### src/rtl/cam_axi_wr_arbiter.sv
// cam_axi_wr_arbiter
// Shares one AXI3 master write port (AW/W/B) between two burst-write
// requesters. Whole bursts are granted round-robin, WLAST comes from a local
// beat counter, and a small in-order FIFO of requester IDs routes each B
// response back to the requester whose burst it completes.
//
// Ports:
//   ACLK, ARST               clock (rising edge), asynchronous active-high reset
//   REQn_AWADDR/AWVALID      burst start address / request from requester n
//   REQn_AWREADY             address accepted (granted requester only)
//   REQn_WDATA/WVALID        beat data / valid from requester n
//   REQn_WREADY              beat accepted (granted requester only)
//   REQn_BDONE               one-cycle pulse when requester n's response lands
//   M_AXI_*                  shared AXI3 write master (AW, W, B channels)
//   BUSY                     FSM not idle or responses still outstanding
//   BRESP_ERR                sticky flag, any non-OKAY write response seen
module cam_axi_wr_arbiter #(
  parameter int ADDR_WIDTH      = 32,
  parameter int DATA_WIDTH      = 64,
  parameter int BURST_LEN       = 8,
  parameter int MAX_OUTSTANDING = 4
) (
  input  logic                  ACLK,
  input  logic                  ARST,
  input  logic [ADDR_WIDTH-1:0] REQ0_AWADDR,
  input  logic                  REQ0_AWVALID,
  output logic                  REQ0_AWREADY,
  input  logic [DATA_WIDTH-1:0] REQ0_WDATA,
  input  logic                  REQ0_WVALID,
  output logic                  REQ0_WREADY,
  output logic                  REQ0_BDONE,
  input  logic [ADDR_WIDTH-1:0] REQ1_AWADDR,
  input  logic                  REQ1_AWVALID,
  output logic                  REQ1_AWREADY,
  input  logic [DATA_WIDTH-1:0] REQ1_WDATA,
  input  logic                  REQ1_WVALID,
  output logic                  REQ1_WREADY,
  output logic                  REQ1_BDONE,
  output logic [ADDR_WIDTH-1:0] M_AXI_AWADDR,
  output logic                  M_AXI_AWVALID,
  input  logic                  M_AXI_AWREADY,
  output logic [DATA_WIDTH-1:0] M_AXI_WDATA,
  output logic                  M_AXI_WVALID,
  input  logic                  M_AXI_WREADY,
  output logic                  M_AXI_WLAST,
  input  logic [1:0]            M_AXI_BRESP,
  input  logic                  M_AXI_BVALID,
  output logic                  M_AXI_BREADY,
  output logic                  BUSY,
  output logic                  BRESP_ERR
);

  localparam int CNT_W  = (BURST_LEN > 1) ? $clog2(BURST_LEN) : 1;
  localparam int PTR_W  = (MAX_OUTSTANDING > 1) ? $clog2(MAX_OUTSTANDING) : 1;
  localparam int FCNT_W = $clog2(MAX_OUTSTANDING + 1);

  localparam logic [CNT_W-1:0]  LAST_BEAT = CNT_W'(BURST_LEN - 1);
  localparam logic [FCNT_W-1:0] FIFO_CAP  = FCNT_W'(MAX_OUTSTANDING);
  localparam logic [PTR_W-1:0]  PTR_MAX   = PTR_W'(MAX_OUTSTANDING - 1);

  localparam logic [1:0] ST_IDLE = 2'd0;
  localparam logic [1:0] ST_ADDR = 2'd1;
  localparam logic [1:0] ST_DATA = 2'd2;

  logic [1:0]        state_q, state_d;
  logic              grant_q, grant_d;
  // Requester granted most recently; reset to 1 so requester 0 wins the
  // first contended arbitration.
  logic              last_q, last_d;
  logic [CNT_W-1:0]  cnt_q, cnt_d;
  logic [PTR_W-1:0]  wr_ptr_q, wr_ptr_d;
  logic [PTR_W-1:0]  rd_ptr_q, rd_ptr_d;
  logic [FCNT_W-1:0] fcnt_q, fcnt_d;
  logic [1:0]        bdone_q, bdone_d;
  logic              err_q, err_d;
  logic              id_fifo_q [MAX_OUTSTANDING];

  logic fifo_full, fifo_empty;
  logic wvalid_g;
  logic aw_hs, w_hs, last_hs;
  logic push, pop;

  always_comb begin
    fifo_full  = (fcnt_q == FIFO_CAP);
    fifo_empty = (fcnt_q == '0);
    wvalid_g   = grant_q ? REQ1_WVALID : REQ0_WVALID;
    aw_hs      = (state_q == ST_ADDR) && M_AXI_AWREADY;
    w_hs       = (state_q == ST_DATA) && wvalid_g && M_AXI_WREADY;
    last_hs    = w_hs && (cnt_q == LAST_BEAT);
    push       = last_hs;
    pop        = M_AXI_BVALID && !fifo_empty;
  end

  always_comb begin
    state_d  = state_q;
    grant_d  = grant_q;
    last_d   = last_q;
    cnt_d    = cnt_q;
    wr_ptr_d = wr_ptr_q;
    rd_ptr_d = rd_ptr_q;
    fcnt_d   = fcnt_q;
    bdone_d  = 2'b00;
    err_d    = err_q;

    case (state_q)
      ST_IDLE: begin
        // A new burst is only started when its response has a FIFO slot.
        if (!fifo_full && (REQ0_AWVALID || REQ1_AWVALID)) begin
          if (REQ0_AWVALID && REQ1_AWVALID) begin
            grant_d = ~last_q;
          end else begin
            grant_d = REQ1_AWVALID;
          end
          last_d  = grant_d;
          state_d = ST_ADDR;
        end
      end
      ST_ADDR: begin
        if (aw_hs) begin
          state_d = ST_DATA;
          cnt_d   = '0;
        end
      end
      ST_DATA: begin
        if (w_hs) begin
          cnt_d = cnt_q + CNT_W'(1);
        end
        if (last_hs) begin
          cnt_d   = '0;
          state_d = ST_IDLE;
        end
      end
      default: state_d = ST_IDLE;
    endcase

    if (push) begin
      wr_ptr_d = (wr_ptr_q == PTR_MAX) ? '0 : wr_ptr_q + PTR_W'(1);
    end
    if (pop) begin
      rd_ptr_d = (rd_ptr_q == PTR_MAX) ? '0 : rd_ptr_q + PTR_W'(1);
      bdone_d  = id_fifo_q[rd_ptr_q] ? 2'b10 : 2'b01;
      if (M_AXI_BRESP != 2'b00) begin
        err_d = 1'b1;
      end
    end
    // Simultaneous push and pop leave the occupancy unchanged.
    fcnt_d = fcnt_q + FCNT_W'(push) - FCNT_W'(pop);
  end

  always_ff @(posedge ACLK or posedge ARST) begin
    if (ARST) begin
      state_q  <= ST_IDLE;
      grant_q  <= 1'b0;
      last_q   <= 1'b1;
      cnt_q    <= '0;
      wr_ptr_q <= '0;
      rd_ptr_q <= '0;
      fcnt_q   <= '0;
      bdone_q  <= 2'b00;
      err_q    <= 1'b0;
    end else begin
      state_q  <= state_d;
      grant_q  <= grant_d;
      last_q   <= last_d;
      cnt_q    <= cnt_d;
      wr_ptr_q <= wr_ptr_d;
      rd_ptr_q <= rd_ptr_d;
      fcnt_q   <= fcnt_d;
      bdone_q  <= bdone_d;
      err_q    <= err_d;
    end
  end

  // ID storage carries no reset: occupancy is tracked by fcnt_q alone.
  always_ff @(posedge ACLK) begin
    if (push) begin
      id_fifo_q[wr_ptr_q] <= grant_q;
    end
  end

  always_comb begin
    M_AXI_AWADDR  = grant_q ? REQ1_AWADDR : REQ0_AWADDR;
    M_AXI_AWVALID = (state_q == ST_ADDR);
    M_AXI_WDATA   = grant_q ? REQ1_WDATA : REQ0_WDATA;
    M_AXI_WVALID  = (state_q == ST_DATA) && wvalid_g;
    M_AXI_WLAST   = (state_q == ST_DATA) && (cnt_q == LAST_BEAT);
    M_AXI_BREADY  = !fifo_empty;
    REQ0_AWREADY  = (state_q == ST_ADDR) && !grant_q && M_AXI_AWREADY;
    REQ1_AWREADY  = (state_q == ST_ADDR) &&  grant_q && M_AXI_AWREADY;
    REQ0_WREADY   = (state_q == ST_DATA) && !grant_q && M_AXI_WREADY;
    REQ1_WREADY   = (state_q == ST_DATA) &&  grant_q && M_AXI_WREADY;
    REQ0_BDONE    = bdone_q[0];
    REQ1_BDONE    = bdone_q[1];
    BUSY          = (state_q != ST_IDLE) || !fifo_empty;
    BRESP_ERR     = err_q;
  end

endmodule

### config.mk
export PLATFORM = sky130hd
export DESIGN_NAME = cam_axi_wr_arbiter
export DESIGN_NICKNAME = d
export VERILOG_FILES = /design/src/rtl/cam_axi_wr_arbiter.sv
export SDC_FILE = /design/constraint.sdc
export NUM_CORES = 1
export LEC_CHECK = 0
export CORE_AREA = 2 2 119 121
export CTS_BUF_LIST = sky130_fd_sc_hd__clkbuf_2 sky130_fd_sc_hd__clkbuf_4 sky130_fd_sc_hd__clkbuf_8
export CTS_CLUSTER_SIZE = 20
export DETAILED_ROUTE_END_ITERATION = 10
export DIE_AREA = 0 0 121 123
export PLACE_DENSITY = 0.63
export REMOVE_ABC_BUFFERS = 1
export SLEW_MARGIN = 5
export SYNTH_ARGS = -nofsm -noshare
export SYNTH_HDL_FRONTEND = slang
export SYNTH_SLANG_ARGS = --single-unit
### constraint.sdc
create_clock -name ACLK -period 3.03 [get_ports ACLK]
set_input_delay 0.909 -clock ACLK [delete_from_list [all_inputs] [get_ports ACLK]]
set_output_delay 0.909 -clock ACLK [all_outputs]
set_load 0.02 [all_outputs]
Yosys cells after proc, flatten, opt, wreduce, memory -nomap -nowiden
Memory sizes are Yosys's and may differ from the RTL's.
Cells that the tools add are included.
{ "totals": {"reg_bits": 17, "latchBits": 0, "mem_bits_rw": 4, "romBits": 0, "input_bits": 203, "output_inout_bits": 108, "wordCells": 74, "mem_count": 1} }
{ "classes": {"n_addsub": 5, "multipliers": 0, "div_mod_pow": 0, "n_lt_le_gt_ge": 0, "n_eq_ne": 10, "shift": 0, "mux": 18, "n_bitwise": 1, "n_reduce_logical": 30} }
{ "mem_list": {"columns": ["memory", "depth", "word_bits", "rd", "rd_ports_with_merged_regs", "wr", "line_no", "rtl"], "rows": [
  ["id_fifo_q", 4, 1, 1, 0, 1, "76", "logic id_fifo_q [MAX_OUTSTANDING];"]
]} }
{ "op_table": {"columns": ["op", "count"], "rows": [
  ["64-bit 2-to-1 mux", 1],
  ["32-bit 2-to-1 mux", 1],
  ["1-bit logical AND", 16],
  ["2-bit 2-to-1 mux", 7],
  ["3-bit 2-to-1 mux", 3],
  ["2-bit == test, second input constant", 3],
  ["3-bit == test, second input constant", 2],
  ["2-bit one-hot mux with 3 select lines", 1],
  ["3-bit one-hot mux with 2 select lines", 1],
  ["3-bit AND reduction", 2],
  ["2-bit nonzero test", 3],
  ["2-bit by 1-bit adder with 2-bit output, second input constant", 2],
  ["1-bit 2-to-1 mux", 4],
  ["2-bit inequality test, second input constant", 2],
  ["2-bit AND reduction", 2],
  ["3-bit by 1-bit adder with 3-bit output", 1],
  ["3-bit by 1-bit adder with 3-bit output, second input constant", 1],
  ["1-bit logical NOT", 3],
  ["3-bit logical NOT", 1],
  ["3-bit inequality test, second input constant", 1],
  ["3-bit by 1-bit subtractor with 3-bit output", 1],
  ["2-bit by 1-bit == test with 1-bit output, second input constant", 1],
  ["2-bit logical NOT", 1],
  ["1-bit logical OR", 2],
  ["2 further kinds", 2]
]} }

Longest topological paths before layout
{ "logic_depth": {"depth_word": 6, "ltp_mapped": 10, "depth_no_buf": 10} }

Worst setup path after synthesis
No wires, ideal clock.
{ "synth_path": {"path_type": "in2reg", "start": "input port M_AXI_WREADY", "end": "register fcnt_q[2]", "setup_time_ps": 123, "t_arrival_ps": 2357, "path_slack_ps": 550, "path_stages": 8, "n_path_buf": 0, "cell_sequence": "nand3b_1 nor3_4 xnor2_1 ha_1 inv_1 fa_1 xnor2_1 xnor2_1"} }
{ "synth_via": {"elab_chain_len": 4} }
{ "synth_rtl": {"columns": ["element", "line_no", "rtl"], "rows": [
  ["start: declaration", "44", "input logic M_AXI_WREADY,"],
  ["1-bit logical AND", "88", "w_hs = (state_q == ST_DATA) && wvalid_g && M_AXI_WREADY;"],
  ["1-bit logical AND", "89", "last_hs = w_hs && (cnt_q == LAST_BEAT);"],
  ["3-bit by 1-bit adder with 3-bit output", "147", "fcnt_d = fcnt_q + FCNT_W'(push) - FCNT_W'(pop);"],
  ["3-bit by 1-bit subtractor with 3-bit output", "147", null],
  ["net fcnt_d[2]", "73", "logic [FCNT_W-1:0] fcnt_q, fcnt_d;"],
  ["end signal: assignment", "168", "fcnt_q <= fcnt_d;"],
  ["end: declaration", "73", null]
]} }
The timed path passes the listed nets, and every way through them passes these cells.
A chain may end at the register's enable or synchronous reset.

Final worst setup path
{ "layout_path": {"start": "input port REQ0_WDATA[17]", "end": "output port M_AXI_WDATA[17]"} }
{ "layout_via": {"elab_chain_len": 1} }
{ "layout_rtl": {"columns": ["element", "line_no", "rtl"], "rows": [
  ["start: declaration", "28", "input logic [DATA_WIDTH-1:0] REQ0_WDATA,"],
  ["64-bit 2-to-1 mux", "184", "M_AXI_WDATA = grant_q ? REQ1_WDATA : REQ0_WDATA;"],
  ["end: declaration", "42", "output logic [DATA_WIDTH-1:0] M_AXI_WDATA,"]
]} }
Every way passes these cells.

==> reports/metrics.csv <==
stage;metric;value;unit
outcome;outcome;finished clean;
layout;syn_to_final_growth;153;%
floorplanning;start_util;16.3;%
layout;final_layout_size_suffix_gt1_share;24.6;%
cts;cts_tree;done;
route;wl_met3;1.31;mm
worst_setup_path;endpoint_kind;output pin;
place;hpwlAfterDp;11.0;mm
worst_setup_path;rr_worst_depth;10;
synthesis;yosysWarnings;0;
cts;clockRootBuffer;clkbuf_8;
worst_setup_path;worst-setup-path-type;primary input to output pin;
timing;fin_crit;3.00;ns
worst_setup_path;critical_path.max_stage_delay;0.53;ns
route;highest_layer;met5;
pwr;ir_drop;0.000268;V
floorplanning;io_pins;311;
cts;htree_levels;1;
timing;max_freq;0.334;GHz
timing;finClkSkew;0.00507;ns
cts;worstSkewPairLatency;0.26;ns
timing;whs;0.484;ns
global_routing;grt_pass1_wl;17.4;mm
cts;post_cts_buffers;0;
timing;hold_viol_final;0;
cts;cts.clk_slew.worst_paths;0.08;ns
hold_path;hold_class;flop to flop;
global_routing;grt_use_total;15.6;%
synthesis;yosysSeqAreaShare;24.6;%
timing;worstMarginPinSlew;0.713;ns
worst_setup_path;r2r-end;fcnt_q[2]$_DFF_PP0_;
worst_setup_path;slowest_stage;clkdlybuf4s50_1;
route;met2WireLength;6.26;mm
global_routing;overflow;0;
pwr;power_density;619;nW/um^2
pwr;p_leak;2.50;nW
worst_setup_path;crit_top_cell;clkdlybuf4s50_1;
route;first_pass_iters;4;
route;initialDrtViolationCount;62;
layout;antenna_cells;0;
place;dpl.cell_count;685;
worst_setup_path;crit_required;2.12;ns
route;dr_total_vias;2769;
timing;maxSlewHeadroom;52.4;%
timing;drv_slew;0;
route;drt-total-wl;12.7;mm
route;postRouteAntennaNets;0;
cts;numCtsBuffers;3;
worst_setup_path;rr_startpoint;grant_q$_DFFE_PP0P_;
cts;cts.sinks;21;
floorplanning;die_h;123;microns
global_routing;grt_antenna_before_repair;1;
synthesis;synth.ff_latch_count;21;
place;gp_congestion;0.796;
worst_setup_path;rrSetupSlack;0.50;ns
timing;setup_viol;0;
cts;hold_buffers;0;
floorplanning;dieArea;14900;sq um
synthesis;synth_area;2220;sq um
route;post-route-drc-count;0;
synthesis;syn_inst;199;
worst_setup_path;crit_chain;clkdlybuf4s50_1, mux2_2, clkdlybuf4s50_1;
floorplanning;coreArea;13600;sq um
worst_setup_path;crit_path_start;REQ0_WDATA[17];
layout;nets;722;
floorplanning;fp.dieW;121;microns
timing;rsz0062_at_grt;no;
layout;fin_cells;689;
worst_setup_path;crit_family;buffers and inverters;
synthesis;synth_cell_types;33;
flow_run;cap_violations;0;
worst_setup_path;path_buf_inv;2;
global_routing;grt_max_degree;45;
place;port-buffer-count;310;
route;wl_per_cell;18.4;microns
worst_setup_path;startpoint_type;primary input;
worst_setup_path;worst-path-stages;3;
timing;min_period_over_period;98.9;%
route;m1WireLength;5.02;mm
synthesis;syn_area_per_cell;11.1;sq um
floorplanning;rows;43;
worst_setup_path;endpoint;M_AXI_WDATA[17];
route;avgViaCountPerCell;4.02;
worst_setup_path;crit_arrival;2.09;ns
global_routing;grt_pass1_vias;3070;
worst_setup_path;crit_fanout;1;
cts;clk_path_buf_depth;2;
cell families (layout without fill, tap and decap cells):
logic type	count (synthesis)	in the layout	share of synthesized area [%]
multiplexers	104	104	53.6
flip-flops	21	21	24.6
XOR/XNOR	3	3	1.18
buffers and inverters	19	329	3.84
adder cells (fa/ha/maj)	9	9	5.41
AO/OA/AOI/OAI	8	8	2.71
AND/OR/NAND/NOR	35	35	8.57
metrics by stage:
step | power [W] | setup TNS (ns) | area (sq um) | utilization (%) | setup WS (ns)
finish | 0.00347 | 0 | 5610 | 41.2 | 0.0332
global route | 0.00370 | 0 | 5610 | 41.2 | 0.00707
CTS | 0.00355 | 0 | 5540 | 40.7 | 0.0000924
detailed placement | 0.00352 | -1.60 | 5580 | 41.0 | -0.127
global placement | 0.00350 | -1.63 | 5580 | 41.0 | -0.121
floorplan | 0.00214 | -87.88 | 2160 | - | -1.20
worst reg2reg max path, delay by kind of cell, from the launching register on:
family / cells / cell delay (ns)
muxes: 1 / 0.34
xor gates and xnor gates: 3 / 0.50
and+or+nand+nor: 1 / 0.05
DFF: 1 / 0.53
buffers and inverters: 3 / 0.48
adders and majority gates: 2 / 0.54
cells in the final DEF, fill, tap and decap left out, types with 2 or more instances in the layout:
master           netlist  routed
clkdlybuf4s50_1        0     210
mux2_2                98      98
dlygate4sd2_1          0      66
dlymetal6s2s_1         0      27
dfrtp_1               16      15
nor2_1                13      13
buf_4                  0      10
inv_1                  8       8
ha_1                   8       8
and2_1                 5       5
nand2_1                4       4
edfxtp_1               4       4
buf_12                 0       4
nand2b_1               3       3
xnor2_1                3       3
clkbuf_8               0       3
nand3b_1               2       2
mux2_4                 2       2
mux2i_1                2       2
a31oi_1                2       2
synthesized netlist by cell type:
cell | n | area, sq um
or3b_1 | 1 | 8.76
xnor2_1 | 3 | 26.3
o21bai_1 | 1 | 7.51
a22o_1 | 1 | 8.76
a31oi_1 | 2 | 12.5
a32o_1 | 1 | 10.0
mux2_2 | 98 | 1100
dfrtp_1 | 16 | 400
o21ai_0 | 1 | 5.00
nor3_4 | 1 | 16.3
mux4_2 | 1 | 22.5
mux2i_1 | 2 | 20.0
ha_1 | 8 | 100
o41ai_1 | 1 | 8.76
buf_2 | 11 | 55.1
or2_2 | 1 | 6.26
edfxtp_1 | 4 | 120
o211ai_1 | 1 | 7.51
mux2i_2 | 1 | 13.8
nand3b_1 | 2 | 15.0
nand2b_1 | 3 | 18.8
mux2_4 | 2 | 30.0
nand2_1 | 4 | 15.0
or3_1 | 1 | 6.26
nor2b_1 | 1 | 6.26
dfstp_2 | 1 | 26.3
and2_1 | 5 | 31.3
nand2_2 | 1 | 6.26
nor2_1 | 13 | 48.8
inv_1 | 8 | 30.0
nand3_1 | 1 | 5.00
fa_1 | 1 | 20.0
and3_1 | 1 | 6.26
power breakdown:
part | switching, W | total, W | internal (W) | leakage [nW]
Sequential | 0.000109 | 0.000509 | 0.000400 | 0.244
Combinational | 0.00134 | 0.00278 | 0.00144 | 2.23
Clock | 0.0000941 | 0.000186 | 0.0000918 | 0.0255
final cells by class:
type | count | area, sq um
clock inverter | 1 | 5.00
sequential | 21 | 551
timing repair buffer | 317 | 3170
multi-input combinational | 159 | 1590
clock buffer | 3 | 41.3
inverter | 8 | 30.0
fill | 1366 | 8000
tap | 180 | 225
metal layers:
layer	vias up	global-route usage (%)
met1	1285	18.6
met5	-	0
met2	131	26.7
met3	11	6.46
met4	2	2.18
li1	1340	-
registers in the layout, indices dropped and copies added (netlist names):
register,cells
bdone_q,2
cnt_q,3
grant_q,1
BRESP_ERR,1
state_q,2
fcnt_q,3
wr_ptr_q,2
id_fifo_q,4
last_q,1
rd_ptr_q,2
worst min-delay path by stage:
stage / startpoint / endpoint / slack [ns] / depth (start not counted)
after floorplan: fcnt_q[2]$_DFF_PP0_ / fcnt_q[2]$_DFF_PP0_ / 0.45 / 1
after global placement: BRESP_ERR$_DFFE_PP0P_ / BRESP_ERR$_DFFE_PP0P_ / 0.46 / 1
after detailed placement: BRESP_ERR$_DFFE_PP0P_ / BRESP_ERR$_DFFE_PP0P_ / 0.47 / 1
after CTS: BRESP_ERR$_DFFE_PP0P_ / BRESP_ERR$_DFFE_PP0P_ / 0.49 / 1
after global routing: BRESP_ERR$_DFFE_PP0P_ / BRESP_ERR$_DFFE_PP0P_ / 0.50 / 1
final: BRESP_ERR$_DFFE_PP0P_ / BRESP_ERR$_DFFE_PP0P_ / 0.48 / 1
what timing repair did:
action,CTS,global route
setup endpoints to repair,66,27
gates resized for setup,66,27
cloned,0,0
pin swaps,0,0
Note: power is estimated with default switching activity, not from simulation.
